<file path="src/rtl/ibex_pkg.sv">
// ibex_pkg -- shared types for the hardware interrupt stacking sequencer.
//   hw_stacking_mode_t : direction requested from the stacking unit.
//   hws_seq_state_e    : sequencer FSM state encoding.
//   HWS_MAX_NEST       : default maximum interrupt nesting depth.
package ibex_pkg;

    localparam int HWS_MAX_NEST = 4;

    typedef enum logic {
        HWS_SAVE    = 1'b0,
        HWS_RESTORE = 1'b1
    } hw_stacking_mode_t;

    typedef enum logic [2:0] {
        SEQ_RUN           = 3'd0,
        SEQ_SAVE_START    = 3'd1,
        SEQ_SAVE_WAIT     = 3'd2,
        SEQ_RESTORE_START = 3'd3,
        SEQ_RESTORE_WAIT  = 3'd4,
        SEQ_HWS_ACK       = 3'd5,
        SEQ_DISPATCH      = 3'd6
    } hws_seq_state_e;

endpackage

</file>
<file path="src/rtl/rt_ibex_hws_level_stack.sv">
// rt_ibex_hws_level_stack -- LIFO of running interrupt levels.
//   clk_i, rst_ni   : clock, synchronous active-low reset
//   i_push          : push i_level (ignored when full)
//   i_pop           : drop top entry (ignored when empty)
//   i_replace_top   : overwrite top entry with i_level (ignored when empty)
//   o_top           : top entry, 0 when empty
//   o_below_top     : entry below top, 0 when depth < 2
//   o_depth         : number of valid entries
module rt_ibex_hws_level_stack
    import ibex_pkg::*;
#(
    parameter int MaxNest = HWS_MAX_NEST,
    parameter int LevelW  = 8
) (
    input  logic              clk_i,
    input  logic              rst_ni,
    input  logic              i_push,
    input  logic              i_pop,
    input  logic              i_replace_top,
    input  logic [LevelW-1:0] i_level,
    output logic [LevelW-1:0] o_top,
    output logic [LevelW-1:0] o_below_top,
    output logic [2:0]        o_depth
);

    logic [LevelW-1:0] r_stack [MaxNest];
    logic [2:0]        r_depth;

    always_ff @(posedge clk_i) begin
        if (!rst_ni) begin
            r_depth <= 3'd0;
            for (int i = 0; i < MaxNest; i++) r_stack[i] <= '0;
        end else if (i_push && (int'(r_depth) < MaxNest)) begin
            for (int i = 0; i < MaxNest; i++)
                if (3'(i) == r_depth) r_stack[i] <= i_level;
            r_depth <= r_depth + 3'd1;
        end else if (i_pop && (r_depth != 3'd0)) begin
            // Popped entries are cleared so stale levels never reappear.
            for (int i = 0; i < MaxNest; i++)
                if (3'(i + 1) == r_depth) r_stack[i] <= '0;
            r_depth <= r_depth - 3'd1;
        end else if (i_replace_top && (r_depth != 3'd0)) begin
            for (int i = 0; i < MaxNest; i++)
                if (3'(i + 1) == r_depth) r_stack[i] <= i_level;
        end
    end

    // Mux loops avoid out-of-range indexing when depth is 0 or 1.
    always_comb begin
        o_top       = '0;
        o_below_top = '0;
        for (int i = 0; i < MaxNest; i++) begin
            if (3'(i + 1) == r_depth) o_top       = r_stack[i];
            if (3'(i + 2) == r_depth) o_below_top = r_stack[i];
        end
    end

    assign o_depth = r_depth;

endmodule

</file>
<file path="src/rtl/rt_ibex_hws_sequencer.sv">
// rt_ibex_hws_sequencer -- sequences hardware register stacking around
// interrupt entry and mret, with nesting and tail-chaining.
//   clk_i, rst_ni     : clock, synchronous active-low reset
//   irq_req_i/id/level: pending enabled interrupt
//   mret_i            : one-cycle pulse, mret retiring
//   hws_done_i        : stacking unit finished
//   hws_start_o/mode  : start request and direction to stacking unit
//   hws_ack_o         : one-cycle acknowledge of hws_done_i
//   fetch_halt_o      : stall fetch/ID while not in RUN
//   irq_ack_o/id      : interrupt claim pulse and claimed id
//   handler_start_o   : redirect to handler vector
//   depth_o, cur_level_o : nesting depth and running level
//   spurious_mret_o   : mret seen at depth 0
// Handshake: hws_start_o is a one-cycle request; the stacking unit answers
// with hws_done_i (sampled only in *_WAIT), which is closed by a one-cycle
// hws_ack_o. There is no back-pressure on any pulse output.
module rt_ibex_hws_sequencer
    import ibex_pkg::*;
#(
    parameter int MaxNest = HWS_MAX_NEST,
    parameter int LevelW  = 8
) (
    input  logic              clk_i,
    input  logic              rst_ni,
    input  logic              irq_req_i,
    input  logic [4:0]        irq_id_i,
    input  logic [LevelW-1:0] irq_level_i,
    input  logic              mret_i,
    input  logic              hws_done_i,
    output logic              hws_start_o,
    output hw_stacking_mode_t hws_mode_o,
    output logic              hws_ack_o,
    output logic              fetch_halt_o,
    output logic              irq_ack_o,
    output logic [4:0]        irq_ack_id_o,
    output logic              handler_start_o,
    output logic [2:0]        depth_o,
    output logic [LevelW-1:0] cur_level_o,
    output logic              spurious_mret_o
);

    hws_seq_state_e    r_state, w_next_state;
    hw_stacking_mode_t r_mode, w_next_mode;
    logic [4:0]        r_id;
    logic [LevelW-1:0] r_level;
    logic              r_chain, r_spurious;

    logic              w_latch, w_chain, w_spurious;
    logic              w_push, w_pop, w_replace;
    logic [LevelW-1:0] w_top, w_below_top;
    logic [2:0]        w_depth;
    logic              w_qualify, w_tail_chain;

    rt_ibex_hws_level_stack #(
        .MaxNest (MaxNest),
        .LevelW  (LevelW)
    ) u_level_stack (
        .clk_i         (clk_i),
        .rst_ni        (rst_ni),
        .i_push        (w_push),
        .i_pop         (w_pop),
        .i_replace_top (w_replace),
        .i_level       (r_level),
        .o_top         (w_top),
        .o_below_top   (w_below_top),
        .o_depth       (w_depth)
    );

    assign w_qualify    = irq_req_i && (irq_level_i > w_top) && (int'(w_depth) < MaxNest);
    // Tail-chain only needs to beat the level the mret would return to.
    assign w_tail_chain = irq_req_i && (irq_level_i > w_below_top);

    always_ff @(posedge clk_i) begin
        if (!rst_ni) begin
            r_state    <= SEQ_RUN;
            r_mode     <= HWS_SAVE;
            r_id       <= 5'd0;
            r_level    <= '0;
            r_chain    <= 1'b0;
            r_spurious <= 1'b0;
        end else begin
            r_state    <= w_next_state;
            r_mode     <= w_next_mode;
            r_spurious <= w_spurious;
            if (w_latch) begin
                r_id    <= irq_id_i;
                r_level <= irq_level_i;
                r_chain <= w_chain;
            end
        end
    end

    always_comb begin
        w_next_state = r_state;
        w_next_mode  = r_mode;
        w_latch      = 1'b0;
        w_chain      = 1'b0;
        w_spurious   = 1'b0;
        w_push       = 1'b0;
        w_pop        = 1'b0;
        w_replace    = 1'b0;
        case (r_state)
            SEQ_RUN: begin
                if (mret_i) begin
                    if (w_depth == 3'd0) begin
                        w_spurious = 1'b1;
                    end else if (w_tail_chain) begin
                        w_next_state = SEQ_DISPATCH;
                        w_latch      = 1'b1;
                        w_chain      = 1'b1;
                    end else begin
                        w_next_state = SEQ_RESTORE_START;
                        w_next_mode  = HWS_RESTORE;
                    end
                end else if (w_qualify) begin
                    w_next_state = SEQ_SAVE_START;
                    w_latch      = 1'b1;
                end
            end
            SEQ_SAVE_START:    w_next_state = SEQ_SAVE_WAIT;
            SEQ_SAVE_WAIT:     if (hws_done_i) w_next_state = SEQ_HWS_ACK;
            SEQ_RESTORE_START: w_next_state = SEQ_RESTORE_WAIT;
            SEQ_RESTORE_WAIT:  if (hws_done_i) w_next_state = SEQ_HWS_ACK;
            SEQ_HWS_ACK: begin
                w_next_mode = HWS_SAVE;
                if (r_mode == HWS_RESTORE) begin
                    w_pop        = 1'b1;
                    w_next_state = SEQ_RUN;
                end else begin
                    w_next_state = SEQ_DISPATCH;
                end
            end
            SEQ_DISPATCH: begin
                w_push       = !r_chain;
                w_replace    = r_chain;
                w_next_state = SEQ_RUN;
            end
            default: w_next_state = SEQ_RUN;
        endcase
    end

    assign hws_start_o     = (r_state == SEQ_SAVE_START) || (r_state == SEQ_RESTORE_START);
    assign hws_mode_o      = r_mode;
    assign hws_ack_o       = (r_state == SEQ_HWS_ACK);
    assign fetch_halt_o    = (r_state != SEQ_RUN);
    assign irq_ack_o       = (r_state == SEQ_SAVE_START) || ((r_state == SEQ_DISPATCH) && r_chain);
    assign irq_ack_id_o    = r_id;
    assign handler_start_o = (r_state == SEQ_DISPATCH);
    assign depth_o         = w_depth;
    assign cur_level_o     = w_top;
    assign spurious_mret_o = r_spurious;

endmodule

</file>
<file path="config.mk">
export PLATFORM = sky130hd
export DESIGN_NAME = rt_ibex_hws_sequencer
export DESIGN_NICKNAME = d
export VERILOG_FILES = /design/src/rtl/ibex_pkg.sv /design/src/rtl/rt_ibex_hws_level_stack.sv /design/src/rtl/rt_ibex_hws_sequencer.sv
export SDC_FILE = /design/constraint.sdc
export NUM_CORES = 1
export LEC_CHECK = 0
export BUFFER_PORTS_ARGS = -buffer_cell sky130_fd_sc_hd__buf_4
export CAP_MARGIN = 10
export CORE_MARGIN = 5
export CORE_UTILIZATION = 55
export CTS_CLUSTER_SIZE = 40
export DETAILED_ROUTE_END_ITERATION = 12
export PLACE_DENSITY = 0.76
export SYNTH_ARGS = -nofsm -noshare
export SYNTH_HDL_FRONTEND = slang
export SYNTH_HIERARCHICAL = 1
export SYNTH_SLANG_ARGS = --single-unit
</file>
<file path="constraint.sdc">
create_clock -name clk_i -period 3.7 [get_ports clk_i]
set_input_delay 0.185 -clock clk_i [delete_from_list [all_inputs] [get_ports clk_i]]
set_output_delay 0.185 -clock clk_i [all_outputs]
set_load 0.02 [all_outputs]
</file>
# Word level (Yosys, flattened, before mapping)
# Memory sizes are Yosys's and may differ from the RTL's.
# Index checks and enable logic that the tools add are counted.
# W data, S select, Z words.
[word_totals] word_cells=160 register_bits=22 memories=1 in_bits=18 ram_bits=32 out_inout_bits=23
[memory_table] memory="u_level_stack.r_stack" words=4 word_bits=8 read_ports=4 rd_clocked_by_memory_dff=0 write_ports=4 line="rt_ibex_hws_level_stack.sv:26" source="logic [LevelW-1:0] r_stack [MaxNest];"
[op_classes] add_sub_neg=2 muxes=98 eq_ne=17 magnitude_cmp=3 bitwise_logic=12 reduce_logical=20
[op_table] operator="$mux W8" n=20
[op_table] operator="$mux W1" n=68
[op_table] operator="$mux W3" n=8
[op_table] operator="$gt A8 B8 Y1" n=2
[op_table] operator="$pmux W3 S5" n=1
[op_table] operator="$or A1 B1 Y1" n=12
[op_table] operator="$eq A3 B3 Y1 const B" n=3
[op_table] operator="$logic_and A1 B1 Y1" n=7
[op_table] operator="$eq A2 B3 Y1 const A" n=2
[op_table] operator="$eq A3 B2 Y1 const B" n=2
[op_table] operator="$eq A3 B3 Y1 const A" n=2
[op_table] operator="$logic_not A3 Y1" n=2
[op_table] operator="$ne A2 B2 Y1 const B" n=3
[op_table] operator="$ne A3 B3 Y1 const B" n=2
[op_table] operator="$reduce_and A3 Y1" n=2
[op_table] operator="$reduce_bool A3 Y1" n=2
[op_table] operator="$reduce_and A4 Y1" n=1
[op_table] operator="$reduce_bool A2 Y1" n=2
[op_table] operator="$add A3 B1 Y3 const B" n=1
[op_table] operator="$eq A1 B3 Y1 const A" n=1
[op_table] operator="$eq A3 B1 Y1 const B" n=1
[op_table] operator="$lt A3 B3 Y1 const B" n=1
[op_table] operator="$sub A3 B1 Y3 const B" n=1
[op_table] operator="$logic_or A1 B1 Y1" n=2
[op_table] operator="4 further kinds" n=4

# Depth between registers and ports, before layout
[logic_depth] depth_word=11 ltp_mapped=18 depth_no_buf=15

# By module
# Netlist, hierarchy kept.
[by_module_without_submodules] mod="rt_ibex_hws_level_stack" area_per_inst_um2=2244.7 seq_area_each_um2=940.9 instances=1 cells_per_inst=256
[by_module_without_submodules] mod="rt_ibex_hws_sequencer" area_per_inst_um2=1331.3 seq_area_each_um2=380.4 instances=1 cells_per_inst=163

# Worst setup path before layout
# No wires, ideal clock.
[synth_timing] path_type="register to register" from="register u_level_stack.r_depth[2], in the netlist u_level_stack/o_depth[2]" to="register r_id[3], in the netlist irq_ack_id_o[3]" path_buffers=4 arrival_ps=3705 stages_incl_launch_ff=18 slack_ps=-77 required_time_ps=3628 setup_ps=72 period_less_slack_ps=3777 cell_sequence="dfxtp_1 inv_1 clkbuf_1 ha_1 clkbuf_1 buf_1 a21oi_1 a21oi_1 o21ai_0 inv_1 ha_1 and4_1 nand2_1 and3_4 o21ai_2 a21boi_4 buf_12 mux2i_1"
[synth_between] elab_chain_len=11
[synth_rtl] element="start: declaration" line="rt_ibex_hws_level_stack.sv:27" source="logic [2:0] r_depth;"
[synth_rtl] element="start signal: assignment" line="rt_ibex_hws_level_stack.sv:36" source="r_depth <= r_depth + 3'd1;"
[synth_rtl] element="start signal: assignment" line="rt_ibex_hws_level_stack.sv:41" source="r_depth <= r_depth - 3'd1;"
[synth_rtl] element="$eq A1 B3 Y1" line="rt_ibex_hws_level_stack.sv:53" source="if (3'(i + 1) == r_depth) o_top = r_stack[i];"
[synth_rtl] element="$mux W8 (3 in series)" line="rt_ibex_hws_level_stack.sv:53"
[synth_rtl] element="$mux W8 *" line="rt_ibex_hws_level_stack.sv:53"
[synth_rtl] element="named net cur_level_o[3]" line="rt_ibex_hws_sequencer.sv:38" source="output logic [LevelW-1:0] cur_level_o,"
[synth_rtl] element="$gt A8 B8 Y1 *" line="rt_ibex_hws_sequencer.sv:69" source="assign w_qualify = irq_req_i && (irq_level_i > w_top) && (int'(w_depth) < MaxNest);"
[synth_rtl] element="$logic_and A1 B1 Y1 * (2 in series)" line="rt_ibex_hws_sequencer.sv:69"
[synth_rtl] element="$mux W1 *" line="rt_ibex_hws_sequencer.sv:115" source="end else if (w_qualify) begin"
[synth_rtl] element="$mux W1 *" line="rt_ibex_hws_sequencer.sv:104" source="if (mret_i) begin"
[synth_rtl] element="$mux W1 *" line="rt_ibex_hws_sequencer.sv:102" source="case (r_state)"
[synth_rtl] element="end signal: assignment" line="rt_ibex_hws_sequencer.sv:86" source="r_id <= irq_id_i;"
[synth_rtl] element="end: declaration" line="rt_ibex_hws_sequencer.sv:44" source="logic [4:0] r_id;"
# The timed path passes the listed nets; every way through them passes the cells marked *.
# A chain may end at the register's enable or synchronous reset.

# Worst setup path after layout
[layout_timing] from="register u_level_stack.r_depth[1], in the netlist u_level_stack/o_depth[1]" to="register r_level[4]"
[layout_between] elab_chain_len=11
[layout_rtl] element="$eq A2 B3 Y1 or $eq A1 B3 Y1 (tied branches)" line="rt_ibex_hws_level_stack.sv:53, rt_ibex_hws_level_stack.sv:54"
[layout_rtl] element="$mux W8, on equally long branches (4 in series)" line="rt_ibex_hws_level_stack.sv:54, rt_ibex_hws_level_stack.sv:53"
[layout_rtl] element="$gt A8 B8 Y1, on equally long branches" line="rt_ibex_hws_sequencer.sv:71, rt_ibex_hws_sequencer.sv:69"
[layout_rtl] element="$logic_and A1 B1 Y1, on equally long branches" line="rt_ibex_hws_sequencer.sv:71, rt_ibex_hws_sequencer.sv:69"
[layout_rtl] element="$mux W1 or $logic_and A1 B1 Y1 (tied branches)" line="rt_ibex_hws_sequencer.sv:107, rt_ibex_hws_sequencer.sv:69"
[layout_rtl] element="$mux W1, on equally long branches" line="rt_ibex_hws_sequencer.sv:105, rt_ibex_hws_sequencer.sv:115"
[layout_rtl] element="$mux W1 *" line="rt_ibex_hws_sequencer.sv:104"
[layout_rtl] element="$mux W1 *" line="rt_ibex_hws_sequencer.sv:102"
[layout_rtl] element="end signal: assignment" line="rt_ibex_hws_sequencer.sv:87" source="r_level <= irq_level_i;"
[layout_rtl] element="end: declaration" line="rt_ibex_hws_sequencer.sv:45" source="logic [LevelW-1:0] r_level;"
# Mark *: on every way between the ends. The rest lies on a longest branch, timed or not.

==> results.json <==
{
  "r2r_start": "u_level_stack/o_depth[1]",
  "yosysTopAreaCellShare": 0.2015,
  "worst-setup-path-type": "reg -> reg",
  "ys_seq_area_frac": 0.3695,
  "fp.dieH_um": 90.64,
  "fmax_ghz": 0.2866,
  "place_hpwl_um": 6840,
  "wl_met2_um": 4658,
  "dr_wl_met3_um": 438,
  "clk_latency_ps": 310,
  "cts.path.max_buffers": 2,
  "p_per_area_nw_per_um2": 374.5,
  "fp.dieArea_um2": 8215,
  "ioPinCount": 41,
  "pre_cts_ws_ps": 122.0,
  "netlist_top_cells_area": "edfxtp_1 (20%), dfxtp_1 (17%), nand2_1 (8.6%)",
  "min_from": "mret_i",
  "synth_flop_cell": "dfxtp_1",
  "slew_viol_final": 0,
  "routedLengthMet1_um": 4055,
  "detail_route.iter0.violations": 206,
  "netlist_instances": 419,
  "async_flop_share": 0,
  "remaining_drc_errors": 0,
  "highest_layer": "met4",
  "cp.required_ps": 3940,
  "finClkSkew_ps": 7.771,
  "initial_core_util": 0.5632,
  "drt_wl_total_um": 9275,
  "track_usage": 0.2184,
  "hold_path_depth": 2,
  "cts-root-buf": "clkbuf_8",
  "via_count": 3157,
  "setup_violations": 0,
  "hold-worst-slack_ps": 91.35,
  "avgSynthCellArea_um2": 8.534,
  "numPortBuffers": 40,
  "r2r_slack_ps": 210,
  "hold_viol": 0,
  "status": "complete, no violations",
  "detail_route.wl_per_cell_um": 17.37,
  "cts_tree": "built",
  "period_share": 0.9431,
  "synth_cell_types": 60,
  "synthMostInstantiatedCell": "nand2_1",
  "min_to": "r_state[0]",
  "drive_above_1_share": 0.1685,
  "syn_to_final_growth_pct": 13.61,
  "nets": 496,
  "worstRegToRegCells": 14,
  "viasPerCell": 5.912,
  "leakagePower_nw": 1.711,
  "synth.cell_area_um2": 3576,
  "cp-start-kind": "flop",
  "row_count": 29,
  "drv_cap": 0,
  "diodes": 0,
  "htreeDepth": 2,
  "hp-class": "in -> reg",
  "r2r-end": "r_level[4]",
  "core_area_um2": 6350,
  "relSlewSlack": 0.3989,
  "cts_inserted_buffers": 5,
  "grt_pass1_vias": 2938,
  "cts.sinks": 54,
  "die_width_um": 90.64,
  "gp_congestion": 0.9021,
  "grt_antenna_before_repair": 0,
  "post-route-min-period_ps": 3490,
  "worst-endpoint-arrival_ps": 3730,
  "drtPass1Iterations": 4,
  "overflow": 0,
  "fin_util": 0.6398,
  "ys_ff_latch": 54,
  "worstPathMaxFanout": 24,
  "clkTransAtPathRegs_ps": 100,
  "yosysTopAreaCell": "edfxtp_1",
  "grt_first_pass_wirelength_um": 14760,
  "yosys-top-cells-count": "nand2_1 (82), a21oi_1 (32), dfxtp_1 (30)",
  "synth_edf_count": 24,
  "ant_nets": 0,
  "ys.warnings.count": 6,
  "worst_pin_slew_ps": 893.6,
  "layout_setup_ws_ps": 210.4,
  "ir_drop_v": 0.0003169,
  "synth_nets": 459,
  "crit_path_end_kind": "flop",
  "grt_max_degree": 46
}
[flip-flops by register name, summed over array words and instances (netlist names)]
name and count:
hws_mode_o 1, irq_ack_id_o 5, r_chain 1, r_level 8, r_state 3, spurious_mret_o 1
u_level_stack/o_depth 3, u_level_stack/r_stack 32
[layout by cell type, fill, tap and decap left out, drive strengths merged, types with 2 or more instances in the layout]
cell / Yosys / final
a22o: 8 / 8
and3: 14 / 14
nand2: 82 / 82
a21oi: 32 / 32
and4: 2 / 2
dfxtp: 30 / 30
and2: 12 / 12
a211oi: 3 / 3
nor2: 17 / 17
nand3b: 10 / 10
nor2b: 16 / 16
o211ai: 5 / 5
nor3: 5 / 5
inv: 23 / 24
buf: 10 / 52
o21ai: 31 / 31
and2b: 3 / 3
edfxtp: 24 / 24
a22oi: 9 / 9
or3: 3 / 3
nand4: 4 / 4
clkbuf: 12 / 7
a311oi: 2 / 2
ha: 22 / 22
a21boi: 4 / 4
mux2i: 14 / 14
nand3: 7 / 7
[critical path, cell delays in order (launching register included)]
cell	delay, ps
dfxtp_1	450
ha_1	210
ha_1	320
buf_4	320
a21oi_1	100
o21ai_1	360
inv_1	90
ha_1	300
and4_1	230
nand2_1	70
and3_4	200
o21ai_2	170
a21boi_4	220
buf_12	170
mux2i_1	200
[worst max-delay path by stage]
stage	startpoint	to	slack, ps
detailed placement	u_level_stack/o_depth[1]	r_level[7]	120
floorplan	u_level_stack/o_depth[2]	irq_ack_id_o[3]	110
CTS	u_level_stack/o_depth[1]	r_level[4]	60
finish	u_level_stack/o_depth[1]	r_level[4]	210
global placement	u_level_stack/o_depth[1]	r_level[3]	160
global route	u_level_stack/o_depth[1]	r_level[7]	-30
[report_power, final]
group | internal [W] | switching (W) | total [W] | leakage (nW)
sequential | 0.000665 | 0.0000551 | 0.000720 | 0.491
clock | 0.000176 | 0.000206 | 0.000382 | 0.0539
combinational | 0.000177 | 0.000242 | 0.000419 | 1.17
total | 0.00102 | 0.000503 | 0.00152 | 1.71
[logic make-up after synthesis]
kind of cell	after synthesis	share of synthesized area
and+or+nand+nor	177	0.2495
AOI/OAI and AO/OA	107	0.2064
DFF	54	0.3695
buffers and inverters	45	0.05843
adders and majority gates	22	0.07698
muxes	14	0.03919
[final cells by class]
class	instances	area [µm²]
clock buffer	7	97.59
tap	77	96.34
fill	554	2287
timing repair buffer	52	402.9
multi-input combinational	320	2052
clock inverter	1	6.256
inverter	23	86.33
sequential	54	1321
[routing by layer]
layer	vias to the layer above	track usage
met1	1501	0.2920
met5	-	0
met2	81	0.3692
met3	10	0.02750
met4	0	0.05955
li1	1565	-
[through the flow]
stage	area (µm²)	cells	total power, W	TNS [ps]
floorplan	3576	419	0.001008	0
global placement	3933	525	0.001129	0
detailed placement	3933	525	0.001136	0
CTS	4036	533	0.001512	0
global route	4063	534	0.001603	-80.17
finish	4063	534	0.001521	0
[timing repair]
action / in CTS / in global routing
gates resized for setup: 0 / 1
buffers inserted: 0 / 1
endpoints found under the setup margin: 0 / 15
hold buffers: 0 / 0
(Power assumes the default switching activity.)
